**config.mk**
```make
export PLATFORM = sky130hd
export DESIGN_NAME = local_memory_stream_reader
export DESIGN_NICKNAME = d
export VERILOG_FILES = /design/src/rtl/local_memory_stream_reader_pkg.sv /design/src/rtl/stream_fifo2.sv /design/src/rtl/local_memory_stream_reader.sv
export SDC_FILE = /design/constraint.sdc
export NUM_CORES = 1
export LEC_CHECK = 0
export ABC_CLOCK_PERIOD_IN_PS = 3600
export CELL_PAD_IN_SITES_DETAIL_PLACEMENT = 1
export CELL_PAD_IN_SITES_GLOBAL_PLACEMENT = 1
export CORE_MARGIN = 1
export CORE_UTILIZATION = 50
export CTS_CLUSTER_SIZE = 40
export DETAILED_ROUTE_END_ITERATION = 7
export DONT_BUFFER_PORTS = 1
export PLACE_DENSITY = 0.9
export SKIP_LAST_GASP = 1
export SYNTH_ARGS = -nofsm -noshare
export SYNTH_HDL_FRONTEND = slang
export SYNTH_HIERARCHICAL = 1
export SYNTH_SLANG_ARGS = --single-unit
```
**constraint.sdc**
```tcl
create_clock -name aclk -period 3.6 [get_ports aclk]
set_input_delay 0.54 -clock aclk [delete_from_list [all_inputs] [get_ports aclk]]
set_output_delay 0.54 -clock aclk [all_outputs]
set_load 0.05 [all_outputs]
```
**src/rtl/local_memory_stream_reader_pkg.sv**
```systemverilog
// ---------------------------------------------------------------------------
// local_memory_stream_reader_pkg
// Shared definitions for the local-memory stream reader and its helpers.
//   STREAM_WIDTH    : width of one stream/memory word
//   reader_state_t  : command FSM states (IDLE, RUN, DRAIN)
// ---------------------------------------------------------------------------
package local_memory_stream_reader_pkg;

    localparam int STREAM_WIDTH = 32;

    typedef enum logic [1:0] {
        ST_IDLE  = 2'd0,
        ST_RUN   = 2'd1,
        ST_DRAIN = 2'd2
    } reader_state_t;

endpackage

```
**src/rtl/stream_fifo2.sv**
```systemverilog
// ---------------------------------------------------------------------------
// stream_fifo2
// Two-entry registered FIFO for stream stages. The head entry is read
// directly from storage, so it is stable while the FIFO is not popped.
// The caller must never push into a full FIFO unless it pops in the same
// cycle, and must never pop an empty FIFO.
// Ports:
//   clk, rst_n : clock, asynchronous active-low reset
//   push       : write push_data at the end of this cycle
//   push_data  : entry to write
//   pop        : drop the head entry at the end of this cycle
//   head_data  : oldest entry (meaningful while count != 0)
//   count      : number of stored entries (0..2)
// ---------------------------------------------------------------------------
module stream_fifo2
    import local_memory_stream_reader_pkg::*;
#(
    parameter int WIDTH = STREAM_WIDTH + 1
) (
    input  logic             clk,
    input  logic             rst_n,
    input  logic             push,
    input  logic [WIDTH-1:0] push_data,
    input  logic             pop,
    output logic [WIDTH-1:0] head_data,
    output logic [1:0]       count
);

    logic [WIDTH-1:0] entry [2];
    logic             wr_ptr;
    logic             rd_ptr;

    always_ff @(posedge clk or negedge rst_n) begin
        if (!rst_n) begin
            entry[0] <= '0;
            entry[1] <= '0;
            wr_ptr   <= 1'b0;
            rd_ptr   <= 1'b0;
            count    <= 2'd0;
        end else begin
            if (push) begin
                entry[wr_ptr] <= push_data;
                wr_ptr        <= ~wr_ptr;
            end
            if (pop) begin
                rd_ptr <= ~rd_ptr;
            end
            case ({push, pop})
                2'b10:   count <= count + 2'd1;
                2'b01:   count <= count - 2'd1;
                default: count <= count;
            endcase
        end
    end

    assign head_data = entry[rd_ptr];

endmodule

```
**src/rtl/local_memory_stream_reader.sv**
```systemverilog
// ---------------------------------------------------------------------------
// local_memory_stream_reader
// Reads `length` consecutive words of a dual-port local memory through port B
// (starting at `base_addr`, wrapping modulo 2**SIZE_ADDR) and emits them as an
// AXI4-Stream master, with TLAST on the final word.
// Ports:
//   aclk, aresetn          : clock, asynchronous active-low reset
//   start/base_addr/length : command; sampled only while idle
//   busy, done             : command in progress / one-cycle completion pulse
//   rden_b, address_b      : port-B read controls (registered)
//   wren_b, data_in_b      : port-B write controls, never used (tied 0)
//   data_out_b             : port-B read data, 1-cycle latency, held when idle
//   m_axis_*               : AXI4-Stream master output
// ---------------------------------------------------------------------------
module local_memory_stream_reader
    import local_memory_stream_reader_pkg::*;
#(
    parameter int SIZE_ADDR = 8,
    parameter int SIZE_MEM  = 256
) (
    input  logic                    aclk,
    input  logic                    aresetn,
    input  logic                    start,
    input  logic [SIZE_ADDR-1:0]    base_addr,
    input  logic [SIZE_ADDR:0]      length,
    output logic                    busy,
    output logic                    done,
    output logic                    rden_b,
    output logic                    wren_b,
    output logic [SIZE_ADDR-1:0]    address_b,
    output logic [STREAM_WIDTH-1:0] data_in_b,
    input  logic [STREAM_WIDTH-1:0] data_out_b,
    output logic [STREAM_WIDTH-1:0] m_axis_tdata,
    output logic                    m_axis_tvalid,
    input  logic                    m_axis_tready,
    output logic                    m_axis_tlast
);

    localparam logic [SIZE_ADDR:0] ONE     = (SIZE_ADDR + 1)'(1);
    localparam logic [SIZE_ADDR:0] MAX_LEN = (SIZE_ADDR + 1)'(SIZE_MEM);

    reader_state_t         state;
    logic [SIZE_ADDR:0]    len_q;
    logic [SIZE_ADDR:0]    issue_cnt;
    logic [SIZE_ADDR:0]    beat_cnt;
    logic [SIZE_ADDR:0]    len_capped;
    logic [SIZE_ADDR-1:0]  next_addr;
    logic                  pending;
    logic [1:0]            fifo_count;
    logic [STREAM_WIDTH:0] fifo_head;
    logic [2:0]            credit;
    logic                  push;
    logic                  pop;
    logic                  issue;
    logic                  last_issue;
    logic                  tlast_in;

    assign wren_b    = 1'b0;
    assign data_in_b = '0;

    assign len_capped = (length > MAX_LEN) ? MAX_LEN : length;

    assign pop = m_axis_tvalid & m_axis_tready;

    // The memory holds its read data while rden_b is low, so a returned word
    // may wait on data_out_b until the FIFO has room.
    assign push = pending & ((fifo_count != 2'd2) | pop);

    // A new read is allowed only if the word it returns is certain to find a
    // free FIFO slot even if the stream stalls from now on; otherwise it would
    // overwrite a still-waiting word on data_out_b.
    assign credit     = {1'b0, fifo_count} + {2'b00, push} - {2'b00, pop};
    assign issue      = (state == ST_RUN) && (issue_cnt != len_q) && (credit < 3'd2);
    assign last_issue = issue && ((issue_cnt + ONE) == len_q);
    assign tlast_in   = (beat_cnt == (len_q - ONE));

    // A word is waiting on data_out_b from the cycle after a read until pushed.
    always_ff @(posedge aclk or negedge aresetn) begin
        if (!aresetn) begin
            pending <= 1'b0;
        end else if (rden_b) begin
            pending <= 1'b1;
        end else if (push) begin
            pending <= 1'b0;
        end
    end

    always_ff @(posedge aclk or negedge aresetn) begin
        if (!aresetn) begin
            state     <= ST_IDLE;
            busy      <= 1'b0;
            done      <= 1'b0;
            rden_b    <= 1'b0;
            address_b <= '0;
            next_addr <= '0;
            len_q     <= '0;
            issue_cnt <= '0;
            beat_cnt  <= '0;
        end else begin
            done   <= 1'b0;
            rden_b <= issue;
            if (issue) begin
                address_b <= next_addr;
                next_addr <= next_addr + 1'b1;
                issue_cnt <= issue_cnt + ONE;
            end
            if (push) begin
                beat_cnt <= beat_cnt + ONE;
            end

            case (state)
                ST_IDLE: begin
                    if (start) begin
                        len_q     <= len_capped;
                        next_addr <= base_addr;
                        issue_cnt <= '0;
                        beat_cnt  <= '0;
                        busy      <= 1'b1;
                        // An empty command skips straight to completion.
                        state     <= (len_capped == '0) ? ST_DRAIN : ST_RUN;
                    end
                end
                ST_RUN: begin
                    if (last_issue) begin
                        state <= ST_DRAIN;
                    end
                end
                ST_DRAIN: begin
                    if ((len_q == '0) || (pop && m_axis_tlast)) begin
                        state <= ST_IDLE;
                        busy  <= 1'b0;
                        done  <= 1'b1;
                    end
                end
                default: begin
                    state <= ST_IDLE;
                end
            endcase
        end
    end

    stream_fifo2 #(
        .WIDTH(STREAM_WIDTH + 1)
    ) u_fifo (
        .clk       (aclk),
        .rst_n     (aresetn),
        .push      (push),
        .push_data ({tlast_in, data_out_b}),
        .pop       (pop),
        .head_data (fifo_head),
        .count     (fifo_count)
    );

    assign m_axis_tvalid = (fifo_count != 2'd0);
    assign m_axis_tdata  = fifo_head[STREAM_WIDTH-1:0];
    assign m_axis_tlast  = m_axis_tvalid & fifo_head[STREAM_WIDTH];

endmodule
```
==> results of run 1 <==
## sequential cells by signal, summed over array words and instances, names as in the netlist
name           count
address_b          8
beat_cnt           9
busy               1
done               1
issue_cnt          9
len_q              9
next_addr          8
pending            1
rden_b             1
state              2
u_fifo/count       2
u_fifo/entry      66
u_fifo/rd_ptr      1
u_fifo/wr_ptr      1
## stage by stage
stage	cells	setup WS, ns	hold WS [ns]	util (%)
floorplan	580	0.410	0.244	-
global placement	696	0.354	0.247	51.4
detailed placement	696	0.317	0.247	51.4
CTS	729	0.274	0.0974	56.8
global route	729	0.0599	0.119	56.8
finish	729	0.287	0.0698	56.8
## worst register-to-register path: stages (launching register included)
cell and delay, ns:
dfrtp_1 0.47, or3b_2 0.47, nand2_1 0.14, ha_1 0.25
nand2b_1 0.17, fa_1 0.39, xor2_1 0.15, nor3_1 0.18
buf_4 0.15, o311a_1 0.44, a211oi_1 0.15, a211o_1 0.26
## repair_timing
item	4_1_cts	5_1_grt
resized for setup	0	0
setup buffers	0	0
hold endpoints to repair	119	0
hold buffers	1	0
## layout by cell type (no fill, tap or decap), types with 4 or more instances in the layout
master / count
nor2_1: 24
a31oi_1: 4
conb_1: 33
xnor2_1: 16
xor2_1: 19
mux2_2: 97
buf_4: 8
dfrtp_1: 119
and2_1: 6
nor3_1: 6
nand3_1: 11
and3_1: 5
nand3b_1: 8
or3_1: 8
o21ai_0: 19
nand2_1: 51
mux2i_1: 5
clkbuf_16: 17
inv_1: 9
ha_1: 7
a21oi_1: 15
bufinv_16: 4
nand4_1: 5
## worst paths after layout
| kind | startpoint | endpoint | slack (ns) |
|---|---|---|---|
| max reg2reg | u_fifo/count[1] | next_addr[4] | 0.29 |
| min | aresetn | u_fifo/entry[61] | 0.07 |
| min in group aclk | length[8] | len_q[8] | 0.23 |
| min reg2reg | u_fifo/entry[16] | u_fifo/entry[16] | 0.50 |
| max in group asynchronous | aresetn | issue_cnt[7] | 3.08 |
| max | u_fifo/count[1] | next_addr[4] | 0.29 |
## per-layer routing
layer	up-vias	wire length, um	track usage, %
li1	1854	-	-
met1	2083	5970	27.9
met2	111	7050	38.7
met3	29	917	7.55
met4	0	389	11.7
met5	-	0	0
## cells by family (layout without fill, tap and decap cells)
kind of cell | count (synthesis) | in the layout | share of synthesized area [%]
mux | 104 | 104 | 18.7
flops | 119 | 119 | 47.8
other cells | 1 | 33 | 0.0603
xor+xnor | 37 | 37 | 5.57
buf+inv | 70 | 51 | 7.34
fa+ha+maj | 8 | 8 | 1.73
simple gates | 147 | 147 | 12.3
compound gates | 62 | 62 | 6.39
## final cells by class
class | count | area, sq um | share of cell area, %
clock buffer | 20 | 457 | 6.66
timing repair buffer | 9 | 87.6 | 1.28
sequential | 119 | 2980 | 43.4
tap | 168 | 210 | 3.07
clock inverter | 12 | 175 | 2.56
inverter | 10 | 37.5 | 0.548
multi-input combinational | 391 | 2910 | 42.4
==> flow_metrics.py, run 1 <==
metrics = {
    "cts": {
        "cts-buffers-inserted": 17,
        "clockBufferDepth": 2,
        "cts.reportedPaths.clkPinSlew_ns": 0.06,
        "cts_tree": "built",
        "numClockSinks": 119,
        "htree_levels": 4,
        "cts_root_buffer": "clkbuf_16",
        "clk_latency_ns": 0.43,
    },
    "synthesis": {
        "synth_top_area_cell": "dfrtp_1",
        "ys_async_sr_fraction_pct": 100,
        "synth_ff_type": "dfrtp_1",
        "syn_inst": 548,
        "synth_area_sq_mm": 0.00622,
        "synth_seq_cells": 119,
        "synth_enable_flop_cells": 0,
        "avgSynthCellArea_sq_um": 11.4,
        "yosys-top-cells-count": "119 x dfrtp_1, 97 x mux2_2, 51 x nand2_1",
        "netlist_top_cells_area": "dfrtp_1 48%, mux2_2 18%, buf_4 4.2%",
        "yosysWarnings": 6,
        "synth-seq-area-share_pct": 47.8,
        "ys_types": 62,
        "yosysMostFrequentCell": "dfrtp_1",
        "yosysTopAreaCellShare_pct": 47.8,
    },
    "routing": {
        "antenna_left": 0,
        "first_iter_violations": 192,
        "vias": 4077,
        "via_per_inst": 5.59,
        "routed_wirelength_um": 14300,
        "first_pass_iters": 4,
        "drc": 0,
        "post_drt_wl_per_cell_um": 19.7,
    },
    "placement": {
        "dpl_cell_area_sq_mm": 0.00619,
        "port_buffers": 0,
        "place.gp.congestion": 0.836,
        "hpwlAfterDp_um": 9350,
    },
    "setup_path": {
        "critPathBufInv": 1,
        "crit_family": "simple AND/OR/NAND/NOR gates",
        "crit_type": "reg -> reg",
        "arrival_ns": 3.62,
        "path_depth": 11,
        "cp_max_fo": 10,
        "r2r_cells": 11,
        "cp_slowest_cell": "dfrtp_1",
        "slowest_delay_ns": 0.47,
        "start_kind": "register",
        "worst_setup_path_end_kind": "register",
        "crit_chain": "or3b_2 -> nand2_1 -> ha_1 -> nand2b_1 -> fa_1 -> xor2_1 -> nor3_1 -> buf_4 -> o311a_1 -> a211oi_1 -> a211o_1",
        "required_ns": 3.91,
    },
    "floorplan": {
        "row_count": 40,
        "initial_utilization_pct": 51.6,
        "io-pin-count": 131,
        "core_sq_mm": 0.0121,
        "die_area_sq_mm": 0.0129,
        "die_w_um": 114,
        "fp.dieH_um": 114,
    },
    "flow_run": {
        "max_cap_viol_count": 0,
    },
    "worst_hold_path": {
        "worstHoldPathType": "in -> async",
    },
    "global_routing": {
        "grt_usage_pct": 23.6,
        "grt_pass1_wl_um": 23100,
        "antenna_found_initial": 0,
        "gr-total-overflow": 0,
        "grt_pass1_vias": 4370,
        "grt_max_degree": 120,
    },
    "timing": {
        "fin_setup_tns_ns": 0,
        "min_period_over_period_pct": 92.0,
        "rsz0062_at_grt": "false",
        "slew_viol_final": 0,
        "relSlewSlack_pct": 29.6,
        "setup_viol": 0,
        "fin_crit_ns": 3.31,
        "clock.fmax_mhz": 302,
        "hold_viol": 0,
        "skew_ns": 0.0124,
        "tightest_slew_ns": 1.05,
    },
    "final_layout": {
        "area_growth_pct": 10.1,
        "fillers": 1227,
        "diodes": 0,
        "drive_gt1_share_pct": 27.6,
        "stdcell_area_sq_mm": 0.00685,
        "final_nets": 609,
    },
    "run_status": {
        "status": "finished clean",
    },
}
Power of run 1 is left out: the tool's default activity adds up to more than one toggle a clock period on the data nets, which glitch-free logic cannot reach.
==> run 2, diff against run 1 <==
--- a/config.mk
+++ b/config.mk
@@ -14,8 +14,11 @@
 export DETAILED_ROUTE_END_ITERATION = 7
 export DONT_BUFFER_PORTS = 1
 export PLACE_DENSITY = 0.9
+export REMOVE_ABC_BUFFERS = 1
+export SETUP_SLACK_MARGIN = 0.4
 export SKIP_LAST_GASP = 1
 export SYNTH_ARGS = -nofsm -noshare
 export SYNTH_HDL_FRONTEND = slang
 export SYNTH_HIERARCHICAL = 1
 export SYNTH_SLANG_ARGS = --single-unit
+export TNS_END_PERCENT = 5
==> run 2 against run 1 <==
The run now ends with hold timing left. Routed wire length rose by 7.6%. Count of clock-buffer cells in the layout rose by 2. Sequential share of layout area fell by 0.36 points. Cell count rose by 0.96%. Register-to-register slack improved by 0.18 ns. Die area did not move. Clock skew fell by 0.0055 ns. Via count rose by 2.0%. Highest routed layer unchanged.
==> flow_metrics.py, run 2 (same netlist as run 1, synthesis figures left out) <==
metrics = {
    "final_layout": {
        "postLayoutCoreUtil_pct": 57.4,
        "mostFrequentLayoutCell": "dfrtp_1",
        "diodes": 0,
        "mostFrequentLayoutCells": "117 x dfrtp_1, 97 x mux2_2, 49 x nand2_1",
        "area_growth_pct": 11.2,
        "final_nets": 617,
        "largest_register_ffs": 66,
        "finalNonFillerCells": 736,
        "regMostFlops": "u_fifo/entry",
        "drive_gt1_share_pct": 30.1,
    },
    "routing": {
        "via_per_inst": 5.65,
        "antenna_left": 0,
        "vias": 4160,
        "met3_wirelength_um": 1060,
        "first_pass_iters": 4,
        "drc": 0,
        "wl_met2_um": 7950,
        "routed_wirelength_um": 15400,
        "top_layer_used": "met4",
        "first_iter_violations": 183,
        "wl_met1_um": 5990,
        "post_drt_wl_per_cell_um": 21.0,
    },
    "timing": {
        "setup_viol": 0,
        "slew_viol_final": 0,
        "fin_crit_ns": 3.14,
        "hold_viol": 119,
        "skew_ns": 0.00690,
        "relSlewSlack_pct": 45.4,
        "clock.fmax_mhz": 319,
        "fin_hold_ws_ns": -0.186,
        "rsz0062_at_grt": "false",
        "min_period_over_period_pct": 87.1,
        "fin_setup_tns_ns": 0,
        "tightest_slew_ns": 0.816,
    },
    "floorplan": {
        "io-pin-count": 131,
        "row_count": 40,
        "die_w_um": 114,
        "die_area_sq_mm": 0.0129,
        "fp.dieH_um": 114,
        "initial_utilization_pct": 51.6,
        "core_sq_mm": 0.0121,
    },
    "cts": {
        "clockBufferDepth": 2,
        "cts.reportedPaths.clkPinSlew_ns": 0.05,
        "cts_tree": "built",
        "cts_root_buffer": "clkbuf_16",
        "numClockSinks": 119,
        "cts-buffers-inserted": 17,
        "clk_latency_ns": 0.42,
        "htree_levels": 4,
    },
    "placement": {
        "dp.cells": 696,
        "port_buffers": 0,
        "hpwlAfterDp_um": 9890,
        "place.gp.congestion": 0.871,
    },
    "setup_path": {
        "slowest_delay_ns": 0.51,
        "arrival_ns": 3.47,
        "timing.rr.start": "u_fifo/count[0]",
        "cp_slowest_cell": "fa_1",
        "cp_max_fo": 9,
        "crit_type": "reg -> reg",
        "cp_common_cell": "nand2_2",
        "cp-endpoint": "issue_cnt[3]",
        "crit_chain": "or3b_4 -> nand2_2 -> ha_1 -> nand2b_1 -> fa_1 -> nand2_2 -> nor3_4 -> buf_6 -> o31ai_2 -> buf_4 -> or3_1 -> a21oi_1",
        "required_ns": 3.94,
        "reg2reg_slack_ns": 0.46,
        "crit_path_start": "u_fifo/count[0]",
        "worst_setup_path_end_kind": "register",
        "r2r_cells": 12,
        "worstReg2RegEnd": "issue_cnt[3]",
        "start_kind": "register",
    },
    "global_routing": {
        "grt_max_degree": 120,
        "grt_pass1_vias": 4490,
        "gr-total-overflow": 0,
        "antenna_found_initial": 0,
        "grt_pass1_wl_um": 24200,
        "grt_usage_pct": 24.9,
    },
    "flow_run": {
        "max_cap_viol_count": 0,
    },
    "run_status": {
        "status": "complete, but fails checks",
        "failed_checks": "hold timing",
    },
    "worst_hold_path": {
        "worstHoldPathType": "in -> async",
    },
}
-- run 2: changes by cell type in the layout (fill, tap and decap cells not counted), sizes merged --
cell and change:
bufinv -1, clkinv +1, buf +8, clkinvlp -3, clkbuf +2
-- run 2: layer usage --
metal | GRT usage [%] | vias to the layer above
met5 | 0 | -
met4 | 11.1 | 0
met1 | 28.0 | 2101
met3 | 7.49 | 37
li1 | - | 1858
met2 | 43.6 | 164
-- run 2: worst min-delay path by stage --
stage          slack [ns]               end  cells past startpoint
2_1_floorplan        0.24      address_b[0]                      0
3_3_place_gp         0.25  u_fifo/entry[34]                      0
3_5_place_dp         0.25  u_fifo/entry[42]                      0
4_1_cts             -0.21  u_fifo/entry[28]                      0
5_1_grt             -0.20  u_fifo/entry[56]                      0
6_report            -0.19  u_fifo/entry[56]                      0
-- run 2: layout make-up --
type,instances,area [sq um]
sequential,119,2980
inverter,10,37.5
clock inverter,9,124
clock buffer,22,474
multi-input combinational,391,2960
timing repair buffer,17,135
tap,168,210
fill,1236,5140
-- run 2: worst max-delay path: cells and delay by family, from the launching register on --
| family | cells | cell delay, ns |
|---|---|---|
| AO/OA/AOI/OAI | 2 | 0.24 |
| buffers and inverters | 2 | 0.32 |
| adder cells (fa/ha/maj) | 2 | 0.74 |
| AND/OR/NAND/NOR | 6 | 1.32 |
| flip-flops | 1 | 0.41 |
-- run 2: timing repair --
action                                  CTS  global route
endpoints found under the setup margin   11            10
hold endpoints to repair                119           119
pin swaps                                 1             3
buffers inserted                          2             7
gates resized for setup                   5            11
-- run 2: through the flow --
step / worst slack [ns] / cell area [sq um]
CTS: 0.406 / 6820
detailed placement: 0.287 / 6190
floorplan: 0.356 / 5920
global route: 0.376 / 6920
finish: 0.465 / 6920
global placement: 0.387 / 6190
Power of run 2 is left out for the same reason.
==> run 3, diff against run 2 <==
--- a/config.mk
+++ b/config.mk
@@ -9,11 +9,11 @@
 export CELL_PAD_IN_SITES_DETAIL_PLACEMENT = 1
 export CELL_PAD_IN_SITES_GLOBAL_PLACEMENT = 1
 export CORE_MARGIN = 1
-export CORE_UTILIZATION = 50
+export CORE_UTILIZATION = 42
 export CTS_CLUSTER_SIZE = 40
 export DETAILED_ROUTE_END_ITERATION = 7
 export DONT_BUFFER_PORTS = 1
-export PLACE_DENSITY = 0.9
+export PLACE_DENSITY = 0.79
 export REMOVE_ABC_BUFFERS = 1
 export SETUP_SLACK_MARGIN = 0.4
 export SKIP_LAST_GASP = 1
==> run 3 against run 2 <==
Via count fell by 3.2%. The run still ends with hold timing left. Maximum frequency fell by 0.21%. Highest routed layer unchanged. Cell count rose by 1.2%. Critical path type unchanged. Hold slack improved by 0.016 ns. Clock skew rose by 0.0013 ns. Register-to-register slack barely moved. First-iteration DRC count rose by 27%. Setup slack got worse by 0.0067 ns. Flip-flop and latch count did not move.
==> flow_metrics.py, run 3 (same netlist as run 1, synthesis figures left out) <==
metrics = {
    "setup_path": {
        "crit_family": "simple AND/OR/NAND/NOR gates",
        "cp_max_fo": 13,
        "slowest_delay_ns": 0.48,
        "crit_type": "reg -> reg",
        "cp_slowest_cell": "or3b_2",
        "reg2reg_slack_ns": 0.46,
        "arrival_ns": 3.44,
        "required_ns": 3.90,
        "worstReg2RegEnd": "address_b[3]",
        "start_kind": "register",
        "timing.rr.start": "u_fifo/count[0]",
        "r2r_cells": 14,
        "critPathBufInv": 4,
        "worst_setup_path_end_kind": "register",
        "crit_chain": "or3b_2 -> nand2_1 -> ha_1 -> nand2b_1 -> fa_1 -> xor2_1 -> nor3_2 -> buf_4 -> o31ai_4 -> clkinvlp_2 -> buf_4 -> buf_4 -> nand2_1 -> nand2_1",
    },
    "placement": {
        "port_buffers": 0,
        "dpl_cell_area_sq_mm": 0.00621,
        "hpwlAfterDp_um": 9480,
        "place.gp.congestion": 0.803,
    },
    "cts": {
        "cts_root_buffer": "clkbuf_16",
        "htree_levels": 4,
        "cts-buffers-inserted": 17,
        "cts.reportedPaths.clkPinSlew_ns": 0.05,
        "clockBufferDepth": 2,
        "cts_tree": "built",
        "clk_latency_ns": 0.41,
        "numClockSinks": 119,
    },
    "timing": {
        "skew_ns": 0.00822,
        "setup_viol": 0,
        "rsz0062_at_grt": "true",
        "fin_hold_ws_ns": -0.170,
        "relSlewSlack_pct": 44.3,
        "hold_viol": 119,
        "min_period_over_period_pct": 87.3,
        "fin_crit_ns": 3.14,
        "slew_viol_final": 0,
        "tightest_slew_ns": 0.832,
        "fin_setup_tns_ns": 0,
        "clock.fmax_mhz": 318,
    },
    "global_routing": {
        "grt_pass1_vias": 4285,
        "grt_pass1_wl_um": 21600,
        "antenna_found_initial": 0,
        "grt_max_degree": 120,
        "gr-total-overflow": 0,
        "grt_usage_pct": 18.6,
    },
    "final_layout": {
        "area_growth_pct": 10.8,
        "fillers": 1545,
        "final_nets": 610,
        "stdcell_area_sq_mm": 0.00690,
        "drive_gt1_share_pct": 28.0,
        "largest_register_ffs": 66,
        "postLayoutCoreUtil_pct": 47.6,
        "register_area_sq_mm": 0.00298,
        "mostFrequentLayoutCell": "dfrtp_1",
        "mostFrequentLayoutCells": "117 x dfrtp_1, 97 x mux2_2, 51 x nand2_1",
        "multi_input_comb_area_sq_mm": 0.00292,
        "diodes": 0,
        "regMostFlops": "u_fifo/entry",
    },
    "floorplan": {
        "fp.dieH_um": 124,
        "die_w_um": 124,
        "initial_utilization_pct": 43.0,
        "row_count": 44,
        "io-pin-count": 131,
        "die_area_sq_mm": 0.0153,
        "core_sq_mm": 0.0145,
    },
    "flow_run": {
        "max_cap_viol_count": 0,
    },
    "run_status": {
        "failed_checks": "hold timing",
        "status": "complete, but fails checks",
    },
    "worst_hold_path": {
        "worstHoldPathType": "in -> async",
    },
    "routing": {
        "post_drt_wl_per_cell_um": 18.6,
        "antenna_left": 0,
        "first_iter_violations": 232,
        "vias": 4027,
        "first_pass_iters": 5,
        "drc": 0,
        "routed_wirelength_um": 13900,
        "via_per_inst": 5.41,
    },
}
==> run 3: metrics by stage <==
stage	setup slack (ns)	std cells
after CTS	0.387	742
after floorplan	0.356	520
final	0.458	745
after global routing	0.275	745
after detailed placement	0.321	711
after global placement	0.377	711
==> run 3: how the worst max path moves through the flow <==
stage / startpoint / slack [ns] / end / cells past startpoint
after floorplan: u_fifo/count[0] / 0.36 / next_addr[1] / 11
after global placement: m_axis_tready / 0.38 / next_addr[3] / 11
after detailed placement: m_axis_tready / 0.32 / next_addr[3] / 11
after CTS: u_fifo/count[1] / 0.39 / next_addr[1] / 12
after global routing: u_fifo/count[0] / 0.27 / address_b[3] / 14
final: u_fifo/count[0] / 0.46 / address_b[3] / 14
==> run 3: cell type report <==
| type | instances | area share [%] |
|---|---|---|
| flip-flops and latches | 119 | 43.2 |
| clock buffers | 23 | 6.93 |
| inverters | 10 | 0.544 |
| multi-input cells | 391 | 42.4 |
| repair buffers | 9 | 1.03 |
| clock inverters | 8 | 2.45 |
| well taps | 184 | 3.34 |
| repair inverters | 1 | 0.0726 |
==> run 3: worst register-to-register path, cell delays in order (launching register included) <==
cell,delay (ns)
dfrtp_2,0.45
or3b_2,0.48
nand2_1,0.13
ha_1,0.24
nand2b_1,0.15
fa_1,0.38
xor2_1,0.17
nor3_2,0.06
buf_4,0.15
o31ai_4,0.15
clkinvlp_2,0.24
buf_4,0.19
buf_4,0.13
nand2_1,0.06
nand2_1,0.05
==> run 3: metal layers <==
| metal | GRT usage, % | share of wire [%] | wire length [um] |
|---|---|---|---|
| met3 | 5.91 | 6.5 | 908 |
| met4 | 6.70 | 1.4 | 195 |
| met5 | 0 | 0 | 0 |
| met2 | 32.4 | 51 | 7090 |
| met1 | 21.3 | 41 | 5680 |
==> run 3: timing repair <==
item,CTS,global route
setup endpoints to repair,3,21
buffers inserted,0,2
hold endpoints to repair,119,119
gates cloned,0,1
gates resized for setup,1,5
Power of run 3 is left out for the same reason.
